### config.mk
export PLATFORM = sky130hd
export DESIGN_NAME = fetch_redirect_ctrl_flat
export DESIGN_NICKNAME = d
export VERILOG_FILES = /design/src/rtl/fetch_redirect_ctrl_pkg.sv /design/src/rtl/fetch_redirect_ctrl_if.sv /design/src/rtl/fetch_redirect_ctrl_redir_arbiter.sv /design/src/rtl/fetch_redirect_ctrl.sv /design/src/flat_wrapper.sv
export SDC_FILE = /design/constraint.sdc
export NUM_CORES = 1
export LEC_CHECK = 0
export CAP_MARGIN = 10
export CORE_MARGIN = 2
export CORE_UTILIZATION = 35
export DETAILED_ROUTE_END_ITERATION = 8
export GPL_ROUTABILITY_DRIVEN = 0
export SYNTH_ARGS = -nofsm -noshare
export SYNTH_HDL_FRONTEND = slang
export SYNTH_SLANG_ARGS = --single-unit
### constraint.sdc
create_clock -name clk -period 1.9 [get_ports clk]
set_input_delay 0.285 -clock clk [delete_from_list [all_inputs] [get_ports clk]]
set_output_delay 0.285 -clock clk [all_outputs]
set_load 0.01 [all_outputs]
### src/rtl/fetch_redirect_ctrl_pkg.sv
// fetch_redirect_ctrl_pkg
// Shared constants and types for the fetch redirect controller:
//   pc_size        - default PC width
//   PC_INC         - sequential fetch increment
//   redir_state_t  - controller FSM states (RUN, HOLD)
//   redir_src_t    - which source won the redirect arbitration
// Optional feature macro used by this slice: TRAP_REDIRECT_EN.
package fetch_redirect_ctrl_pkg;

    localparam int          pc_size = 32;
    localparam logic [31:0] PC_INC  = 32'd4;

    typedef enum logic {
        RUN  = 1'b0,
        HOLD = 1'b1
    } redir_state_t;

    typedef enum logic [1:0] {
        SRC_SEQ  = 2'd0,
        SRC_BPU  = 2'd1,
        SRC_EX   = 2'd2,
        SRC_TRAP = 2'd3
    } redir_src_t;

    // Trap and execute redirects both squash IF and ID and are counted.
    function automatic logic is_hard_redirect(input redir_src_t src);
        return (src == SRC_EX) || (src == SRC_TRAP);
    endfunction

endpackage

### src/rtl/fetch_redirect_ctrl_if.sv
// fetch_redirect_ctrl_if
// Bundles the fetch redirect controller's pipeline-facing signals.
//   master : pipeline side (BPU, imem, execute, trap unit) - drives requests
//   slave  : fetch_redirect_ctrl - drives PC and squash controls
// trap_req/trap_vec exist only when TRAP_REDIRECT_EN is defined.
interface fetch_redirect_ctrl_if #(
    parameter int PC_W = fetch_redirect_ctrl_pkg::pc_size
);
    logic            fetch_rdy;
    logic            stall_id;
    logic            bpu_sel;
    logic [PC_W-1:0] bpu_npc;
    logic            bpu_nop;
    logic            ex_req;
    logic [PC_W-1:0] ex_pc;
`ifdef TRAP_REDIRECT_EN
    logic            trap_req;
    logic [PC_W-1:0] trap_vec;
`endif
    logic [PC_W-1:0] pc_q;
    logic [PC_W-1:0] pcplf;
    logic            pc_en;
    logic            kill_if;
    logic            kill_id;
    logic            redir_pend;
    logic [15:0]     redir_cnt;

    modport master (
        output fetch_rdy, stall_id, bpu_sel, bpu_npc, bpu_nop, ex_req, ex_pc,
`ifdef TRAP_REDIRECT_EN
        output trap_req, trap_vec,
`endif
        input  pc_q, pcplf, pc_en, kill_if, kill_id, redir_pend, redir_cnt
    );

    modport slave (
        input  fetch_rdy, stall_id, bpu_sel, bpu_npc, bpu_nop, ex_req, ex_pc,
`ifdef TRAP_REDIRECT_EN
        input  trap_req, trap_vec,
`endif
        output pc_q, pcplf, pc_en, kill_if, kill_id, redir_pend, redir_cnt
    );

endinterface

### src/rtl/fetch_redirect_ctrl_redir_arbiter.sv
// redir_arbiter
// Purely combinational priority select of the next-PC source:
// trap > ex > bpu > sequential.
//   trap_req/trap_vec : trap redirect (tied off by the parent when unused)
//   ex_req/ex_pc      : execute-stage late redirect
//   bpu_sel/bpu_npc   : branch predictor selection
//   seq_pc            : sequential next PC (pc_q + 4)
//   src/target        : winning source and its target address
module redir_arbiter
    import fetch_redirect_ctrl_pkg::*;
#(
    parameter int PC_W = pc_size
) (
    input  logic            trap_req,
    input  logic [PC_W-1:0] trap_vec,
    input  logic            ex_req,
    input  logic [PC_W-1:0] ex_pc,
    input  logic            bpu_sel,
    input  logic [PC_W-1:0] bpu_npc,
    input  logic [PC_W-1:0] seq_pc,
    output redir_src_t      src,
    output logic [PC_W-1:0] target
);

    // Fixed-priority source/target selection.
    always_comb begin
        src    = SRC_SEQ;
        target = seq_pc;
        if (trap_req) begin
            src    = SRC_TRAP;
            target = trap_vec;
        end else if (ex_req) begin
            src    = SRC_EX;
            target = ex_pc;
        end else if (bpu_sel) begin
            src    = SRC_BPU;
            target = bpu_npc;
        end else begin
            src    = SRC_SEQ;
            target = seq_pc;
        end
    end

endmodule

### src/rtl/fetch_redirect_ctrl.sv
// fetch_redirect_ctrl
// Owns the fetch PC register and sequences every redirect into it.
// A trap/execute redirect that arrives while instruction memory is not
// ready is parked in pend_pc (HOLD) until fetch_rdy returns.
// Ports:
//   clk   - rising-edge clock
//   nrst  - synchronous active-low reset
//   bus   - fetch_redirect_ctrl_if.slave: BPU/imem/execute/trap inputs,
//           pc_q, pcplf, pc_en, kill_if, kill_id, redir_pend, redir_cnt
// Config macro: TRAP_REDIRECT_EN adds the trap_req/trap_vec redirect
// source with top priority; without it pend_trap can never be set.
module fetch_redirect_ctrl
    import fetch_redirect_ctrl_pkg::*;
#(
    parameter int              PC_W     = pc_size,
    parameter logic [PC_W-1:0] RESET_PC = 32'h0000_0000
) (
    input  logic                  clk,
    input  logic                  nrst,
    fetch_redirect_ctrl_if.slave  bus
);

    localparam logic [PC_W-1:0] PC_STEP = PC_W'(PC_INC);

    redir_state_t    state_r;
    redir_state_t    state_next_s;
    logic [PC_W-1:0] pc_r;
    logic [PC_W-1:0] pc_next_s;
    logic [PC_W-1:0] pend_pc_r;
    logic [PC_W-1:0] pend_pc_next_s;
    logic            pend_trap_r;
    logic            pend_trap_next_s;
    logic [15:0]     cnt_r;
    logic            cnt_inc_s;
    logic            redir_pend_r;
    logic            pc_en_s;
    logic            kill_if_s;
    logic            kill_id_s;
    logic [PC_W-1:0] pcplf_s;
    logic            trap_req_s;
    logic [PC_W-1:0] trap_vec_s;
    redir_src_t      src_s;
    logic [PC_W-1:0] tgt_s;

`ifdef TRAP_REDIRECT_EN
    assign trap_req_s = bus.trap_req;
    assign trap_vec_s = bus.trap_vec;
`else
    assign trap_req_s = 1'b0;
    assign trap_vec_s = {PC_W{1'b0}};
`endif

    assign pcplf_s = pc_r + PC_STEP;

    redir_arbiter #(.PC_W(PC_W)) u_arb (
        .trap_req (trap_req_s),
        .trap_vec (trap_vec_s),
        .ex_req   (bus.ex_req),
        .ex_pc    (bus.ex_pc),
        .bpu_sel  (bus.bpu_sel),
        .bpu_npc  (bus.bpu_npc),
        .seq_pc   (pcplf_s),
        .src      (src_s),
        .target   (tgt_s)
    );

    // Every trap/ex request seen is counted, including one shadowed by a
    // pending trap; a simultaneous trap+ex pair counts once.
    assign cnt_inc_s = trap_req_s | bus.ex_req;

    // Next-state, next-PC, pending-redirect and squash decode.
    always_comb begin
        state_next_s     = state_r;
        pc_next_s        = pc_r;
        pend_pc_next_s   = pend_pc_r;
        pend_trap_next_s = pend_trap_r;
        pc_en_s          = 1'b0;
        kill_if_s        = 1'b0;
        kill_id_s        = 1'b0;
        case (state_r)
            RUN: begin
                if (is_hard_redirect(src_s)) begin
                    kill_if_s = 1'b1;
                    kill_id_s = 1'b1;
                    if (bus.fetch_rdy) begin
                        pc_en_s   = 1'b1;
                        pc_next_s = tgt_s;
                    end else begin
                        pend_pc_next_s   = tgt_s;
                        pend_trap_next_s = (src_s == SRC_TRAP);
                        state_next_s     = HOLD;
                    end
                end else if ((src_s == SRC_BPU) && bus.fetch_rdy) begin
                    // A predicted redirect proceeds even under a decode stall.
                    pc_en_s   = 1'b1;
                    pc_next_s = tgt_s;
                    kill_if_s = bus.bpu_nop;
                end else begin
                    pc_en_s   = bus.fetch_rdy & ~bus.stall_id;
                    kill_if_s = bus.bpu_nop;
                    if (pc_en_s) begin
                        pc_next_s = pcplf_s;
                    end else begin
                        pc_next_s = pc_r;
                    end
                end
            end
            HOLD: begin
                // The IF slot is always squashed here, so BPU input is moot.
                kill_if_s = 1'b1;
                if (trap_req_s) begin
                    pend_pc_next_s   = trap_vec_s;
                    pend_trap_next_s = 1'b1;
                end else if (bus.ex_req && !pend_trap_r) begin
                    pend_pc_next_s = bus.ex_pc;
                end else begin
                    pend_pc_next_s = pend_pc_r;
                end
                // Release with the newest pending target.
                if (bus.fetch_rdy) begin
                    pc_en_s          = 1'b1;
                    pc_next_s        = pend_pc_next_s;
                    pend_trap_next_s = 1'b0;
                    state_next_s     = RUN;
                end else begin
                    state_next_s = HOLD;
                end
            end
            default: begin
                state_next_s = RUN;
            end
        endcase
    end

    // State, PC, pending-redirect and counter registers.
    always_ff @(posedge clk) begin
        if (!nrst) begin
            state_r      <= RUN;
            pc_r         <= RESET_PC;
            pend_pc_r    <= {PC_W{1'b0}};
            pend_trap_r  <= 1'b0;
            cnt_r        <= 16'h0000;
            redir_pend_r <= 1'b0;
        end else begin
            state_r      <= state_next_s;
            pc_r         <= pc_next_s;
            pend_pc_r    <= pend_pc_next_s;
            pend_trap_r  <= pend_trap_next_s;
            redir_pend_r <= (state_next_s == HOLD);
            if (cnt_inc_s && (cnt_r != 16'hFFFF)) begin
                cnt_r <= cnt_r + 16'd1;
            end else begin
                cnt_r <= cnt_r;
            end
        end
    end

    // Control outputs are forced quiet while reset is asserted.
    assign bus.pc_q       = pc_r;
    assign bus.pcplf      = pcplf_s;
    assign bus.pc_en      = pc_en_s & nrst;
    assign bus.kill_if    = kill_if_s & nrst;
    assign bus.kill_id    = kill_id_s & nrst;
    assign bus.redir_pend = redir_pend_r & nrst;
    assign bus.redir_cnt  = cnt_r;

endmodule

### src/flat_wrapper.sv
// flat-port wrapper written by rule: the top's interface ports become plain ports
module fetch_redirect_ctrl_flat import fetch_redirect_ctrl_pkg::*;
#(
    parameter int              PC_W     = pc_size,
    parameter logic [PC_W-1:0] RESET_PC = 32'h0000_0000
)
  (clk, nrst, bus_fetch_rdy, bus_stall_id, bus_bpu_sel, bus_bpu_npc, bus_bpu_nop, bus_ex_req, bus_ex_pc, bus_pc_q, bus_pcplf, bus_pc_en, bus_kill_if, bus_kill_id, bus_redir_pend, bus_redir_cnt);
  fetch_redirect_ctrl_if #(.PC_W(PC_W)) bus_i ();
  input  logic clk;
  input  logic nrst;
  input wire logic [$bits(bus_i.fetch_rdy)-1:0] bus_fetch_rdy;
  input wire logic [$bits(bus_i.stall_id)-1:0] bus_stall_id;
  input wire logic [$bits(bus_i.bpu_sel)-1:0] bus_bpu_sel;
  input wire logic [$bits(bus_i.bpu_npc)-1:0] bus_bpu_npc;
  input wire logic [$bits(bus_i.bpu_nop)-1:0] bus_bpu_nop;
  input wire logic [$bits(bus_i.ex_req)-1:0] bus_ex_req;
  input wire logic [$bits(bus_i.ex_pc)-1:0] bus_ex_pc;
  output wire logic [$bits(bus_i.pc_q)-1:0] bus_pc_q;
  output wire logic [$bits(bus_i.pcplf)-1:0] bus_pcplf;
  output wire logic [$bits(bus_i.pc_en)-1:0] bus_pc_en;
  output wire logic [$bits(bus_i.kill_if)-1:0] bus_kill_if;
  output wire logic [$bits(bus_i.kill_id)-1:0] bus_kill_id;
  output wire logic [$bits(bus_i.redir_pend)-1:0] bus_redir_pend;
  output wire logic [$bits(bus_i.redir_cnt)-1:0] bus_redir_cnt;
  assign bus_i.fetch_rdy = bus_fetch_rdy;
  assign bus_i.stall_id = bus_stall_id;
  assign bus_i.bpu_sel = bus_bpu_sel;
  assign bus_i.bpu_npc = bus_bpu_npc;
  assign bus_i.bpu_nop = bus_bpu_nop;
  assign bus_i.ex_req = bus_ex_req;
  assign bus_i.ex_pc = bus_ex_pc;
  assign bus_pc_q = bus_i.pc_q;
  assign bus_pcplf = bus_i.pcplf;
  assign bus_pc_en = bus_i.pc_en;
  assign bus_kill_if = bus_i.kill_if;
  assign bus_kill_id = bus_i.kill_id;
  assign bus_redir_pend = bus_i.redir_pend;
  assign bus_redir_cnt = bus_i.redir_cnt;
  fetch_redirect_ctrl #(.PC_W(PC_W), .RESET_PC(RESET_PC)) u_core (.clk(clk), .nrst(nrst), .bus(bus_i));
endmodule
==> After elaboration in Yosys (flattened, before gate mapping) <==
Index checks and enable logic that the tools add are counted.
{ "word_totals": {"regBits": 82, "input_bits": 71, "out_inout_bits": 84, "elab_cells": 60} }
{ "op_classes": {"addsub": 2, "eq_ne": 9, "mux": 29, "bitwise": 7, "reduce_logical": 8} }
{ "ops": {"columns": ["op", "n"], "rows": [
  ["32-bit 2-to-1 mux", 10],
  ["32-bit one-hot mux with 2 select lines", 2],
  ["32-bit by 3-bit adder with 32-bit output, second input constant", 1],
  ["16-bit by 1-bit adder with 16-bit output, second input constant", 1],
  ["16-bit != test, second input constant", 1],
  ["1-bit 2-to-1 mux", 12],
  ["1-bit one-hot mux with 2 select lines", 4],
  ["3-bit AND reduction", 2],
  ["1-bit AND", 5],
  ["2-bit equality test, second input constant", 2],
  ["2-bit != test, second input constant", 2],
  ["4-bit by 1-bit != test with 1-bit output, second input constant", 1],
  ["1-bit logical AND", 3],
  ["3-bit != test, second input constant", 1],
  ["2-bit by 1-bit equality test with 1-bit output, second input constant", 1],
  ["2-bit 2-to-1 mux", 1],
  ["2-bit by 1-bit != test with 1-bit output, second input constant", 1],
  ["1-bit inverter", 2],
  ["2-bit AND reduction", 1],
  ["1-bit zero test", 1],
  ["1-bit logical OR", 1]
]} }

==> Longest topological paths before layout <==
{ "depth": {"ltp_word": 8, "mapped_depth": 9, "mapped_depth_nobuf": 6} }

==> By module <==
A second synthesis with hierarchy kept.
{ "unflattened": {"cells_unflattened": 825, "area_unflattened_um2": 6537.5} }
{ "by_module_without_submodules": {"columns": ["mod", "n_inst", "cells_each", "area_per_inst_um2"], "rows": [
  ["fetch_redirect_ctrl", 1, 676, 5225.0],
  ["redir_arbiter", 1, 149, 1312.5]
]} }

==> Worst setup path before layout <==
No wires, ideal clock.
{ "synth_timing": {"path_type": "register -> output", "from": "reg u_core.pc_r[2], in the netlist u_core.bus.pc_q[2]", "to": "out bus_pcplf[31]", "arrival_ns": 1.876, "required_time_ns": 1.615, "path_slack_ns": -0.261, "stages_incl_launch_ff": 7, "n_path_buf": 1, "cell_sequence": "dfxtp_1 > nand2_1 > or4_4 > buf_6 > nor3_4 > nand3_1 > xnor2_1"} }
{ "synth_between": {"elab_chain_cells": 1} }
{ "synth_rtl": {"columns": ["item", "line", "rtl"], "rows": [
  ["from (decl)", "fetch_redirect_ctrl.sv:27", "logic [PC_W-1:0] pc_r;"],
  ["from (signal assigned)", "fetch_redirect_ctrl.sv:146", "pc_r <= pc_next_s;"],
  ["32-bit by 3-bit adder with 32-bit output", "fetch_redirect_ctrl.sv:53", "assign pcplf_s = pc_r + PC_STEP;"],
  ["to (decl)", "flat_wrapper.sv:19", "output wire logic [$bits(bus_i.pcplf)-1:0] bus_pcplf;"]
]} }
Every way passes these cells.

==> Worst setup path in the final report <==
Ends and elaborated chain as after synthesis.

==> results_dict.tcl <==
set metrics [dict create \
    status "finished with violations" \
    violations "setup timing" \
    clk_latency_ns 0.34 \
    synth-seq-cells 82 \
    fin_ws_ns -0.5460 \
    p_seq_share_pct 36.2 \
    p_total_mw 5.299 \
    worst_ep_required_time_ns 1.62 \
    antenna_left 0 \
    via_per_inst 5.743 \
    ios 155 \
    timing.rr.end "u_core.bus.pc_q[29]" \
    n_antenna_cell 0 \
    postSynthCellCount 679 \
    drcViolationCount 0 \
    final-hold-violation-count 0 \
    p_switching_mw 1.553 \
    seq_area_sq_um 1675 \
    grt_overflow_total 0 \
    dr.first_iter.drc_count 565 \
    post_drt_wl_per_cell_um 19.46 \
    drive_gt1_share_pct 35.11 \
    ir_drop_uv 347.6 \
    grt_pass1_vias 6333 \
    cp.depth 8 \
    ys_seq_area_share_pct 31.18 \
    synth_nets 752 \
    cts_root_buffer "clkbuf_16" \
    fmax_mhz 408.8 \
    cts_made_buffers 9 \
    min_period_ns 2.446 \
    async_flop_share_pct 0 \
    netlist-cell-type-count 77 \
    tightestPinTransition_ns 0.4760 \
    r2r.worst_path.cells 10 \
    path_class "reg2out" \
    worstPathCellList "buf_6 -> nand2_4 -> or4_4 -> buf_6 -> nor3_4 -> nand3_2 -> xnor2_2 -> buf_2" \
    endpoint "bus_pcplf[31]" \
    fin_cells 1181 \
    drv_cap 0 \
    reg2reg_slack_ns -0.21 \
    cts_tree "built" \
    rows 44 \
    hold_buffers 0 \
    r2r-start "u_core.bus.pc_q[2]" \
    nets 1066 \
    place_inst 1130 \
    area_delta_synth_final_pct 75.19 \
    startpoint "u_core.bus.pc_q[2]" \
    grt_max_degree 29 \
    multi_input_area_sq_um 3789 \
    leakagePower_nw 3.916 \
    rsz0062_at_grt "true" \
    place_hpwl_mm 16.63 \
    netlist_area_sq_um 5265 \
    core_area_sq_um 14590 \
    cpPeakStageDelay_ns 0.58 \
    slew_headroom_pct 68.26 \
    yosys_warnings 0 \
    port_buffers 154 \
    firstDrtPassIters 6 \
    cpMostUsedCell "buf_6" \
    fillers 1244 \
    holdWs_ns 0.4564 \
    synth_edf_count 0 \
    p_int_mw 3.746 \
    switching_share_pct 29.30 \
    antenna_found_initial 1 \
    comb_power_share_pct 29.4 \
    cts_buffer_depth 2 \
    worst_path_max_delay_cell "or4_4" \
    routed_wl_mm 22.98 \
    startpoint_type "flop" \
    grt_pass1_wl_mm 34.02 \
    skew_ns 0.005917 \
    clk_pin_slew_ns 0.06 \
    cp.arrival_ns 2.16 \
    syn_avg_cell_area_sq_um 7.754 \
    end_kind "output port" \
    cts_num_sinks 82 \
    setup_violations 33 \
    initial_core_util_pct 36.09 \
    maxSlewViolCount 0 \
    path_buf_inv 3 \
    ys.flop_type "dfxtp_1" \
    cellPowerDensity_nw_per_um2 574.5 \
    critPathTopFamily "simple AND/OR/NAND/NOR gates" \
    die-area_sq_um 16040 \
    clockPowerShare_pct 34.5 \
    crit_fanout 4 \
    cts_max_level 3 \
    worstHoldPathType "reg2reg" \
    die_w_um 126.7 \
    vias 6782 \
    grt.total_usage_pct 26.49 \
    die_h_um 126.7 \
    post-route-period-util_pct 128.7 \
]
==> stage by stage <==
step / setup WS (ns) / setup TNS, ns / util, % / cell area, sq um
6_report: -0.5460 / -7.583 / 63.22 / 9224
2_1_floorplan: -0.04772 / -0.05571 / - / 5328
3_5_place_dp: -0.6030 / -28.03 / 55.66 / 8120
4_1_cts: -0.5412 / -8.276 / 59.98 / 8751
5_1_grt: -0.6059 / -10.00 / 63.22 / 9224
3_3_place_gp: -0.5566 / -25.78 / 55.66 / 8120
==> worst reg2reg max path: cells and delay by family (launching register included) <==
kind | cells | cell delay [ns]
AND/OR/NAND/NOR | 4 | 0.82
buffers and inverters | 5 | 0.57
flip-flops | 1 | 0.37
AO/OA/AOI/OAI | 1 | 0.21
==> cell usage in the layout, fill, tap and decap left out, types with 14 or more instances in the layout <==
cell	Yosys	final
a21oi_1	48	47
xnor2_1	27	20
dfxtp_1	82	69
nand3_1	25	19
o21ai_0	36	30
nand4_1	14	14
a221oi_1	19	15
nand2_1	91	81
buf_2	5	22
nor3_1	20	16
clkdlybuf4s50_1	0	118
buf_4	3	169
buf_6	4	34
nor2_1	47	42
inv_1	20	19
==> power groups by stage <==
| stage | registers (mW) | logic [mW] | clock network [mW] |
|---|---|---|---|
| floorplan | 1.98 | 0.577 | 0 |
| global placement | 1.94 | 1.42 | 0 |
| detailed placement | 1.95 | 1.44 | 0 |
| CTS | 1.91 | 1.45 | 1.84 |
| global route | 1.92 | 1.65 | 1.89 |
| finish | 1.92 | 1.56 | 1.83 |
==> how the worst min path moves through the flow <==
stage / start / endpoint / slack, ns / cells past startpoint
global route: u_core.pend_pc_r[12] / u_core.pend_pc_r[12] / 0.47 / 2
detailed placement: u_core.pend_pc_r[28] / u_core.pend_pc_r[28] / 0.45 / 2
floorplan: bus_ex_pc[0] / u_core.pend_pc_r[0] / 0.42 / 2
global placement: u_core.pend_pc_r[23] / u_core.pend_pc_r[23] / 0.44 / 2
CTS: u_core.pend_pc_r[28] / u_core.pend_pc_r[28] / 0.46 / 2
finish: u_core.pend_pc_r[11] / u_core.pend_pc_r[11] / 0.46 / 2
==> synth_stat cells, types with 5 or more instances <==
library cell   n  area (sq um)
a31oi_1       12         75.07
o22ai_1        6         37.54
nand3_1       25         125.1
a21oi_1       48         240.2
buf_2          5         25.02
nand4_1       14         87.58
a221oi_1      19         166.4
dfxtp_1       82          1642
nor3_1        20         100.1
inv_1         20         75.07
and4_1         9         78.83
buf_1          5         18.77
mux2i_1        9         90.09
a22oi_1        7         52.55
o221a_2        5         56.30
nor2_1        47         176.4
o2111ai_1      5         43.79
o21ai_0       36         180.2
nor4_1         9         56.30
a22o_1         7         61.31
and3_1         9         56.30
clkbuf_1      35         131.4
xor2_1         9         78.83
o31ai_1        5         37.54
or3_1          6         37.54
nand2_1       91         341.6
a211oi_1      10         75.07
xnor2_1       27         236.5
==> flip-flops by register name, summed over array words and instances (netlist names) <==
| name | cells |
|---|---|
| u_core.bus.pc_q | 32 |
| u_core.bus.redir_cnt | 16 |
| u_core.pend_pc_r | 32 |
| u_core.pend_trap_r | 1 |
| u_core.redir_pend_r | 1 |
==> what timing repair did <==
action / in CTS / in global routing
gates cloned: 0 / 0
setup endpoints to repair: 57 / 57
gates resized for setup: 164 / 100
setup buffers: 25 / 23
pin swaps: 33 / 46
==> metal layers <==
metal | global-route usage (%) | vias up | wire (um)
met2 | 43.38 | 316 | 10890
met5 | 0 | - | 13
met3 | 3.796 | 49 | 1724
met1 | 35.84 | 3242 | 9735
li1 | - | 3173 | -
met4 | 8.856 | 2 | 618
==> layout make-up <==
class / instances / share of cell area [%]
Sequential cell: 82 / 18.16
Inverter: 22 / 0.8953
Multi-Input combinational cell: 520 / 41.07
Timing Repair Buffer: 358 / 34.06
Tap cell: 184 / 2.496
Clock buffer: 13 / 2.930
Clock inverter: 2 / 0.3798
==> logic make-up after synthesis <==
kind of cell | Yosys count | share of synthesized area [%]
AND/OR/NAND/NOR | 260 | 25.26
buffers and inverters | 77 | 6.963
multiplexers | 12 | 2.353
AO/OA/AOI/OAI | 210 | 27.78
adder cells (fa/ha/maj) | 2 | 0.4752
XOR/XNOR | 36 | 5.989
flip-flops | 82 | 31.18
No activity file was read; power rests on OpenSTA's default activity.
